## src/rtl/mem_arbiter_if.sv

```systemverilog
// Bundle of the fetch port, data port and memory-side signals shared by mem_arbiter.
// The arbiter connects as slave; the core/memory side (or a bench) drives the master view.
interface mem_arbiter_if #(
  parameter int ADDR_W = 16,
  parameter int DATA_W = 16
);
  logic              if_req;
  logic [ADDR_W-1:0] if_addr;
  logic [DATA_W-1:0] if_rdata;
  logic              if_ack;
  logic              if_stall;
  logic              d_req;
  logic              d_we;
  logic [ADDR_W-1:0] d_addr;
  logic [DATA_W-1:0] d_wdata;
  logic [DATA_W-1:0] d_rdata;
  logic              d_ack;
  logic              d_stall;
  logic              mem_en;
  logic              mem_we;
  logic [ADDR_W-1:0] mem_addr;
  logic [DATA_W-1:0] mem_wdata;
  logic [DATA_W-1:0] mem_rdata;

  modport slave (
    input  if_req, if_addr, d_req, d_we, d_addr, d_wdata, mem_rdata,
    output if_rdata, if_ack, if_stall, d_rdata, d_ack, d_stall,
           mem_en, mem_we, mem_addr, mem_wdata
  );

  modport master (
    output if_req, if_addr, d_req, d_we, d_addr, d_wdata, mem_rdata,
    input  if_rdata, if_ack, if_stall, d_rdata, d_ack, d_stall,
           mem_en, mem_we, mem_addr, mem_wdata
  );
endinterface

```

## src/rtl/mem_arbiter.sv

```systemverilog
// Shares one fixed-latency single-port memory between instruction fetch and the data port,
// one access at a time, with round-robin tie-breaking and per-port stall outputs.
module mem_arbiter #(
  parameter int ADDR_W  = 16,
  parameter int DATA_W  = 16,
  parameter int MEM_LAT = 4
) (
  input logic          clk,
  input logic          rst,
  mem_arbiter_if.slave bus
);
  localparam int CNT_W = $clog2(MEM_LAT + 1);

  typedef enum logic [1:0] {
    IDLE  = 2'd0,
    ISSUE = 2'd1,
    WAIT  = 2'd2,
    ACK   = 2'd3
  } state_e;

  typedef enum logic {
    GNT_FETCH = 1'b0,
    GNT_DATA  = 1'b1
  } grant_e;

  state_e            state_q;
  grant_e            grant_q;
  grant_e            last_grant_q;
  logic [CNT_W-1:0]  cnt_q;
  logic              mem_en_q;
  logic              mem_we_q;
  logic [ADDR_W-1:0] mem_addr_q;
  logic [DATA_W-1:0] mem_wdata_q;
  logic [DATA_W-1:0] if_rdata_q;
  logic [DATA_W-1:0] d_rdata_q;
  logic              if_ack_q;
  logic              d_ack_q;
  grant_e            winner_s;

  // Winner selection: a tie goes to whichever port did not win last time.
  always_comb begin
    winner_s = GNT_FETCH;
    if (bus.d_req && bus.if_req) begin
      winner_s = (last_grant_q == GNT_DATA) ? GNT_FETCH : GNT_DATA;
    end else if (bus.d_req) begin
      winner_s = GNT_DATA;
    end else begin
      winner_s = GNT_FETCH;
    end
  end

  // Access sequencer: the memory-side registers double as the latched request for the whole access.
  always_ff @(posedge clk) begin
    if (rst) begin
      state_q      <= IDLE;
      grant_q      <= GNT_FETCH;
      last_grant_q <= GNT_FETCH;
      cnt_q        <= {CNT_W{1'b0}};
      mem_en_q     <= 1'b0;
      mem_we_q     <= 1'b0;
      mem_addr_q   <= {ADDR_W{1'b0}};
      mem_wdata_q  <= {DATA_W{1'b0}};
      if_rdata_q   <= {DATA_W{1'b0}};
      d_rdata_q    <= {DATA_W{1'b0}};
      if_ack_q     <= 1'b0;
      d_ack_q      <= 1'b0;
    end else begin
      case (state_q)
        IDLE: begin
          if (bus.if_req || bus.d_req) begin
            grant_q      <= winner_s;
            last_grant_q <= winner_s;
            mem_en_q     <= 1'b1;
            if (winner_s == GNT_DATA) begin
              mem_we_q    <= bus.d_we;
              mem_addr_q  <= bus.d_addr;
              mem_wdata_q <= bus.d_wdata;
            end else begin
              mem_we_q    <= 1'b0;
              mem_addr_q  <= bus.if_addr;
              mem_wdata_q <= {DATA_W{1'b0}};
            end
            state_q <= ISSUE;
          end else begin
            state_q <= IDLE;
          end
        end
        ISSUE: begin
          mem_en_q <= 1'b0;
          cnt_q    <= CNT_W'(MEM_LAT);
          state_q  <= WAIT;
        end
        WAIT: begin
          cnt_q <= cnt_q - CNT_W'(1);
          // Count of one marks the cycle in which mem_rdata is valid.
          if (cnt_q == CNT_W'(1)) begin
            if (!mem_we_q) begin
              if (grant_q == GNT_DATA) begin
                d_rdata_q <= bus.mem_rdata;
              end else begin
                if_rdata_q <= bus.mem_rdata;
              end
            end
            if_ack_q <= (grant_q == GNT_FETCH);
            d_ack_q  <= (grant_q == GNT_DATA);
            state_q  <= ACK;
          end else begin
            state_q <= WAIT;
          end
        end
        ACK: begin
          if_ack_q <= 1'b0;
          d_ack_q  <= 1'b0;
          state_q  <= IDLE;
        end
        default: begin
          mem_en_q <= 1'b0;
          if_ack_q <= 1'b0;
          d_ack_q  <= 1'b0;
          state_q  <= IDLE;
        end
      endcase
    end
  end

  assign bus.mem_en    = mem_en_q;
  assign bus.mem_we    = mem_we_q;
  assign bus.mem_addr  = mem_addr_q;
  assign bus.mem_wdata = mem_wdata_q;
  assign bus.if_rdata  = if_rdata_q;
  assign bus.d_rdata   = d_rdata_q;
  assign bus.if_ack    = if_ack_q;
  assign bus.d_ack     = d_ack_q;
  assign bus.if_stall  = bus.if_req & ~if_ack_q;
  assign bus.d_stall   = bus.d_req & ~d_ack_q;
endmodule
```

## src/flat_wrapper.sv

```systemverilog
// flat-port wrapper written by rule: the top's interface ports become plain ports
module mem_arbiter_flat 
#(
  parameter int ADDR_W  = 16,
  parameter int DATA_W  = 16,
  parameter int MEM_LAT = 4
)
  (clk, rst, bus_if_req, bus_if_addr, bus_d_req, bus_d_we, bus_d_addr, bus_d_wdata, bus_mem_rdata, bus_if_rdata, bus_if_ack, bus_if_stall, bus_d_rdata, bus_d_ack, bus_d_stall, bus_mem_en, bus_mem_we, bus_mem_addr, bus_mem_wdata);
  mem_arbiter_if #(.ADDR_W(ADDR_W), .DATA_W(DATA_W)) bus_i ();
  input logic clk;
  input logic rst;
  input wire logic [$bits(bus_i.if_req)-1:0] bus_if_req;
  input wire logic [$bits(bus_i.if_addr)-1:0] bus_if_addr;
  input wire logic [$bits(bus_i.d_req)-1:0] bus_d_req;
  input wire logic [$bits(bus_i.d_we)-1:0] bus_d_we;
  input wire logic [$bits(bus_i.d_addr)-1:0] bus_d_addr;
  input wire logic [$bits(bus_i.d_wdata)-1:0] bus_d_wdata;
  input wire logic [$bits(bus_i.mem_rdata)-1:0] bus_mem_rdata;
  output wire logic [$bits(bus_i.if_rdata)-1:0] bus_if_rdata;
  output wire logic [$bits(bus_i.if_ack)-1:0] bus_if_ack;
  output wire logic [$bits(bus_i.if_stall)-1:0] bus_if_stall;
  output wire logic [$bits(bus_i.d_rdata)-1:0] bus_d_rdata;
  output wire logic [$bits(bus_i.d_ack)-1:0] bus_d_ack;
  output wire logic [$bits(bus_i.d_stall)-1:0] bus_d_stall;
  output wire logic [$bits(bus_i.mem_en)-1:0] bus_mem_en;
  output wire logic [$bits(bus_i.mem_we)-1:0] bus_mem_we;
  output wire logic [$bits(bus_i.mem_addr)-1:0] bus_mem_addr;
  output wire logic [$bits(bus_i.mem_wdata)-1:0] bus_mem_wdata;
  assign bus_i.if_req = bus_if_req;
  assign bus_i.if_addr = bus_if_addr;
  assign bus_i.d_req = bus_d_req;
  assign bus_i.d_we = bus_d_we;
  assign bus_i.d_addr = bus_d_addr;
  assign bus_i.d_wdata = bus_d_wdata;
  assign bus_i.mem_rdata = bus_mem_rdata;
  assign bus_if_rdata = bus_i.if_rdata;
  assign bus_if_ack = bus_i.if_ack;
  assign bus_if_stall = bus_i.if_stall;
  assign bus_d_rdata = bus_i.d_rdata;
  assign bus_d_ack = bus_i.d_ack;
  assign bus_d_stall = bus_i.d_stall;
  assign bus_mem_en = bus_i.mem_en;
  assign bus_mem_we = bus_i.mem_we;
  assign bus_mem_addr = bus_i.mem_addr;
  assign bus_mem_wdata = bus_i.mem_wdata;
  mem_arbiter #(.ADDR_W(ADDR_W), .DATA_W(DATA_W), .MEM_LAT(MEM_LAT)) u_core (.clk(clk), .rst(rst), .bus(bus_i));
endmodule
```

## config.mk

```make
export PLATFORM = sky130hd
export DESIGN_NAME = mem_arbiter_flat
export DESIGN_NICKNAME = d
export VERILOG_FILES = /design/src/rtl/mem_arbiter_if.sv /design/src/rtl/mem_arbiter.sv /design/src/flat_wrapper.sv
export SDC_FILE = /design/constraint.sdc
export NUM_CORES = 1
export LEC_CHECK = 0
export CAP_MARGIN = 30
export CORE_ASPECT_RATIO = 2
export CORE_MARGIN = 2
export CORE_UTILIZATION = 41
export CTS_CLUSTER_DIAMETER = 200
export CTS_CLUSTER_SIZE = 40
export DETAILED_ROUTE_END_ITERATION = 7
export PLACE_DENSITY = 0.78
export SYNTH_ARGS = -nofsm -noshare
export SYNTH_HDL_FRONTEND = slang
export SYNTH_SLANG_ARGS = --single-unit
export TNS_END_PERCENT = 5
```

## constraint.sdc

```tcl
create_clock -name clk -period 1.8 [get_ports clk]
set_input_delay 0.54 -clock clk [delete_from_list [all_inputs] [get_ports clk]]
set_output_delay 0.54 -clock clk [all_outputs]
set_load 0.01 [all_outputs]
```

# [Word-level counts from Yosys, hierarchy flattened]
# Index checks and enable logic that the tools add are counted.
[totals] regBits=74 latchBits=0 ramBits=0 rom_bits=0 out_inout_bits=70 mem_count=0
[op_classes] addsub=1 mul=0 n_div=0 order_cmp=0 eq_ne=6 shifts=0 n_mux=16 bitwise_logic=6 n_reduce_logical=11
[ops] op="16-bit 2-to-1 mux" count=2
[ops] op="1-bit 2-to-1 mux" count=9
[ops] op="2-bit case mux with 4 select lines" count=1
[ops] op="4-bit AND reduction" count=2
[ops] op="1-bit case mux with 2 select lines" count=3
[ops] op="3-bit case mux with 2 select lines" count=1
[ops] op="2-bit AND reduction" count=3
[ops] op="2-bit nonzero test" count=3
[ops] op="2-bit == test (second input constant)" count=2
[ops] op="2-bit by 1-bit inequality test with 1-bit output (second input constant)" count=2
[ops] op="1-bit inverter" count=4
[ops] op="3-bit by 1-bit == test with 1-bit output (second input constant)" count=1
[ops] op="3-bit by 1-bit subtractor with 3-bit output (second input constant)" count=1
[ops] op="1-bit AND" count=2
[ops] op="2-bit by 1-bit == test with 1-bit output (second input constant)" count=1
[ops] op="2-bit zero test" count=1
[ops] op="1-bit logical AND" count=1
[ops] op="1-bit logical OR" count=1

# [Depth between registers and ports, before layout]
[logic_depth] depth_word=3 depth_mapped=7 ltp_nobuf=5

# [Worst setup path before layout]
# No wires, ideal clock.
[synth_path] path_kind="register -> register" startpoint="register u_core.state_q[0]" endpoint="register u_core.d_rdata_q[10], in the netlist u_core.bus.d_rdata[10]" t_arrival_ps=1479 path_slack_ps=200 path_stages_with_launch=7 path_buffers=1 cell_sequence="dfxtp_1 inv_1 ha_1 nand2_2 or4b_1 buf_2 mux2i_1"
[synth_between] elab_chain_cells=2
[synth_lines] element="from (decl)" line="mem_arbiter.sv:26" rtl="state_e state_q;"
[synth_lines] element="from (signal assigned)" line="mem_arbiter.sv:55" rtl="state_q <= IDLE;"
[synth_lines] element="from (signal assigned)" line="mem_arbiter.sv:83" rtl="state_q <= ISSUE;"
[synth_lines] element="from (signal assigned)" line="mem_arbiter.sv:85" rtl="state_q <= IDLE;"
[synth_lines] element="2-bit == test" line="mem_arbiter.sv:68" rtl="case (state_q)"
[synth_lines] element="4-bit AND reduction (no line)"
[synth_lines] element="to (signal assigned)" line="mem_arbiter.sv:64" rtl="d_rdata_q <= {DATA_W{1'b0}};"
[synth_lines] element="to (signal assigned)" line="mem_arbiter.sv:99" rtl="d_rdata_q <= bus.mem_rdata;"
[synth_lines] element="to (decl)" line="mem_arbiter.sv:35" rtl="logic [DATA_W-1:0] d_rdata_q;"
# No other way between the ends.
# A chain may end at the register's enable or synchronous reset.

# [Final worst setup path]
[layout_path] startpoint="input bus_d_req" endpoint="output bus_d_stall"
[layout_between] elab_chain_cells=1
[layout_lines] element="from (decl)" line="flat_wrapper.sv:14" rtl="input wire logic [$bits(bus_i.d_req)-1:0] bus_d_req;"
[layout_lines] element="1-bit AND" line="mem_arbiter.sv:135" rtl="assign bus.d_stall = bus.d_req & ~d_ack_q;"
[layout_lines] element="to (decl)" line="flat_wrapper.sv:24" rtl="output wire logic [$bits(bus_i.d_stall)-1:0] bus_d_stall;"
# No other way between the ends.

==> flow_metrics.py <==
metrics = {
    "status": {
        "status": "complete, but fails checks",
        "violations": "setup timing",
    },
    "placed_design": {
        "gp_routability_congestion": 0.802,
        "placed_cell_area_sq_um": 4610,
        "place_ws_ns": -0.443,
        "portBuffers": 138,
        "dp_hpwl_mm": 6.11,
        "dpl.cell_count": 531,
    },
    "yosys": {
        "synth_edf_count": 0,
        "yosys-mux-area-fraction_pct": 10.4,
        "synth_fa_ha_area_share_pct": 2.85,
        "synth.distinct_cells": 35,
        "synth_xor_area_share_pct": 0,
        "ys_warn_count": 0,
        "synth_simple_gate_area_share_pct": 20.9,
        "synth_flop_cell": "dfxtp_1",
        "avgSynthCellArea_sq_um": 9.94,
        "synth_top_family_by_area": "simple AND/OR/NAND/NOR gates",
        "netlist_area_sq_um": 3070,
        "ys_seq_elements": 74,
        "synthArstFlopShare_pct": 0,
        "netlist_instances": 309,
        "syn_nets": 385,
        "synth_compound_gate_area_share_pct": 13.5,
        "seq_area_frac_synth_pct": 48.2,
    },
    "sta": {
        "rsz0062_at_grt": "true",
        "finalCriticalPeriod_ns": 1.81,
        "tightest_slew_ns": 0.420,
        "skew_ns": 0.00428,
        "post-route-period-util_pct": 101,
        "finalMaxSlewViolations": 0,
        "setup_viol": 1,
        "fin_ws_ns": -0.00963,
        "tns_ns": -0.00963,
        "fmax_mhz": 553,
        "final-hold-violation-count": 0,
        "relSlewSlack_pct": 71.9,
    },
    "power_and_ir_drop": {
        "power.leakage_uw": 0.00205,
        "irDropWorstVdd_uv": 553,
        "p_per_area_nw_per_um2": 883,
        "internal_power_uw": 3270,
        "comb_power_share_pct": 18.8,
        "swShare_pct": 24.4,
        "p_sw_uw": 1060,
        "p_clk_share_pct": 38.7,
        "power_frac_seq_pct": 42.5,
    },
    "detailed_routing": {
        "drt_iter0_markers": 136,
        "dr.pass1.iters": 4,
        "drcViolationCount": 0,
        "routedWlPerCell_um": 14.8,
        "drtAntennaViolNets": 0,
        "avgViaCountPerCell": 4.97,
        "routed-via-count": 2710,
        "drt_wl_total_mm": 8.04,
    },
    "floorplan": {
        "fp-row-count": 44,
        "coreArea_sq_um": 7270,
        "dieArea_sq_um": 8250,
        "pin_count": 139,
        "die_w_um": 65.2,
        "start_util_pct": 42.3,
        "die_h_um": 126,
    },
    "global_route": {
        "grtUsageTotal_pct": 21.2,
        "grt_max_degree": 37,
        "antenna_found_initial": 0,
        "grt_pass1_vias": 2910,
        "grt_overflow_total": 0,
        "grt_first_pass_wirelength_mm": 13.6,
    },
    "critical_path": {
        "cp_cell_sequence": "clkdlybuf4s50_1, nor2b_2, buf_2",
        "arrival_ns": 1.27,
        "cpPeakStageDelay_ns": 0.47,
        "crit_type": "in2out",
        "required_ns": 1.26,
        "critical_path.slowest_cell": "clkdlybuf4s50_1",
        "start_kind": "input pin",
        "worstPathMaxFanout": 2,
        "endpoint_kind": "output pin",
    },
    "layout": {
        "register_area_sq_um": 1480,
        "areaGrowthSynthToFinish_pct": 59.5,
        "antenna_cells": 0,
        "final_layout_size_suffix_gt1_share_pct": 9.05,
        "nFillCells": 612,
        "final_cells": 545,
        "final_area_sq_um": 4900,
        "num-nets-final": 526,
        "multiInputGateArea_sq_um": 1480,
    },
    "clock_network": {
        "clk_latency_ns": 0.33,
        "cts_sinks": 74,
        "clock_path_buffers": 2,
        "clk_pin_slew_worst_paths_ns": 0.05,
        "hold_buffers": 0,
        "cts_made_buffers": 9,
        "postCtsSetupBuffers": 0,
        "cts-root-buf": "clkbuf_16",
        "htreeDepth": 3,
        "cts_tree": "done",
    },
    "flow_run": {
        "drv_cap": 0,
    },
    "hold_path": {
        "hold_class": "reg2reg",
    },
}
## path summary, 6_finish.rpt
check / start / end / slack (ns) / cells after the start
worst max-delay path: bus_d_req / bus_d_stall / -0.01 / 3
worst min-delay path: u_core.bus.d_rdata[5]$_SDFFE_PP0P_ / u_core.bus.d_rdata[5]$_SDFFE_PP0P_ / 0.47 / 2
worst max register to register: u_core.state_q[0]$_SDFF_PP0_ / u_core.bus.d_ack$_SDFFE_PP0P_ / 0.15 / 5
worst min register to register: u_core.bus.d_rdata[5]$_SDFFE_PP0P_ / u_core.bus.d_rdata[5]$_SDFFE_PP0P_ / 0.47 / 2
## flip-flops by register name, summed over array words and instances, names as in the netlist
name / cells
u_core.bus.mem_wdata: 16
u_core.bus.mem_en: 1
u_core.cnt_q: 3
u_core.bus.if_ack: 1
u_core.bus.mem_addr: 16
u_core.last_grant_q: 1
u_core.bus.d_rdata: 16
u_core.bus.if_rdata: 16
u_core.state_q: 2
u_core.bus.mem_we: 1
u_core.bus.d_ack: 1
## worst max-delay path: cells and delay by family
kind / cells / cell delay (ns)
buf+inv: 2 / 0.60
simple gates: 1 / 0.13
## area by class of cell
| class | instances | area share (%) |
|---|---|---|
| Timing Repair Buffer | 152 | 31.2 |
| Multi-Input combinational cell | 208 | 30.3 |
| Sequential cell | 74 | 30.2 |
| Clock buffer | 10 | 4.67 |
| Tap cell | 92 | 2.35 |
| Clock inverter | 4 | 0.919 |
| Inverter | 5 | 0.383 |
## metrics by stage
stage / power [uW] / hold WS, ns / utilization [%]
after floorplan: 2240 / 0.445 / -
after global placement: 2680 / 0.456 / 63.4
after detailed placement: 2690 / 0.461 / 63.4
after CTS: 4390 / 0.474 / 67.1
after global routing: 4520 / 0.493 / 67.5
final: 4330 / 0.471 / 67.5
## cells in the mapped netlist, types with 2 or more instances
master    instances  share of area [%]
a21oi_1           8                1.3
a22o_1           17                4.8
a311oi_1         17                4.8
buf_2            12                2.0
clkbuf_1          8               0.98
dfxtp_1          74                 48
ha_1              7                2.9
inv_1             5               0.61
mux2i_1          32                 10
nand2_1          34                4.2
nand2b_1         51                 10
nor2_1           17                2.1
nor2b_1           3               0.61
o211ai_1          2               0.49
o21ai_0           2               0.33
## timing repair
item / CTS / global route
resized for setup: 15 / 10
hold endpoints to repair: 0 / 0
endpoints found under the setup margin: 17 / 12
## cells in the final DEF, fill, tap and decap left out, drive strengths merged, types with 3 or more instances in the layout
master and count:
nor2 18, dlygate4sd2 4, dfxtp 74, buf 17
clkinv 3, ha 7, a311oi 17, nand2b 51
nor2b 3, a22o 17, clkbuf 10, a21oi 8
nand2 35, mux2i 32, dlymetal6s2s 8, inv 5
clkdlybuf4s50 123
## kinds of logic after synthesis
logic type               after synthesis
adder cells (fa/ha/maj)                7
buffers and inverters                 27
AND/OR/NAND/NOR                      118
flip-flops                            74
AO/OA/AOI/OAI                         51
multiplexers                          32
## power groups by stage
stage / registers, uW / logic, uW / clock network (uW)
2_1_floorplan: 1890 / 353 / 0
3_3_place_gp: 1870 / 812 / 0
3_5_place_dp: 1870 / 823 / 0
4_1_cts: 1840 / 827 / 1720
5_1_grt: 1860 / 893 / 1770
6_report: 1840 / 815 / 1680
## metal layers
| metal | routed length [um] | up-vias | track usage, % |
|---|---|---|---|
| met4 | 259 | 0 | 10.3 |
| met5 | 0 | - | 0 |
| li1 | - | 1351 | - |
| met1 | 2810 | 1242 | 20.8 |
| met2 | 4500 | 101 | 39.6 |
| met3 | 468 | 16 | 5.41 |
No activity file was read; power rests on OpenSTA's default activity.
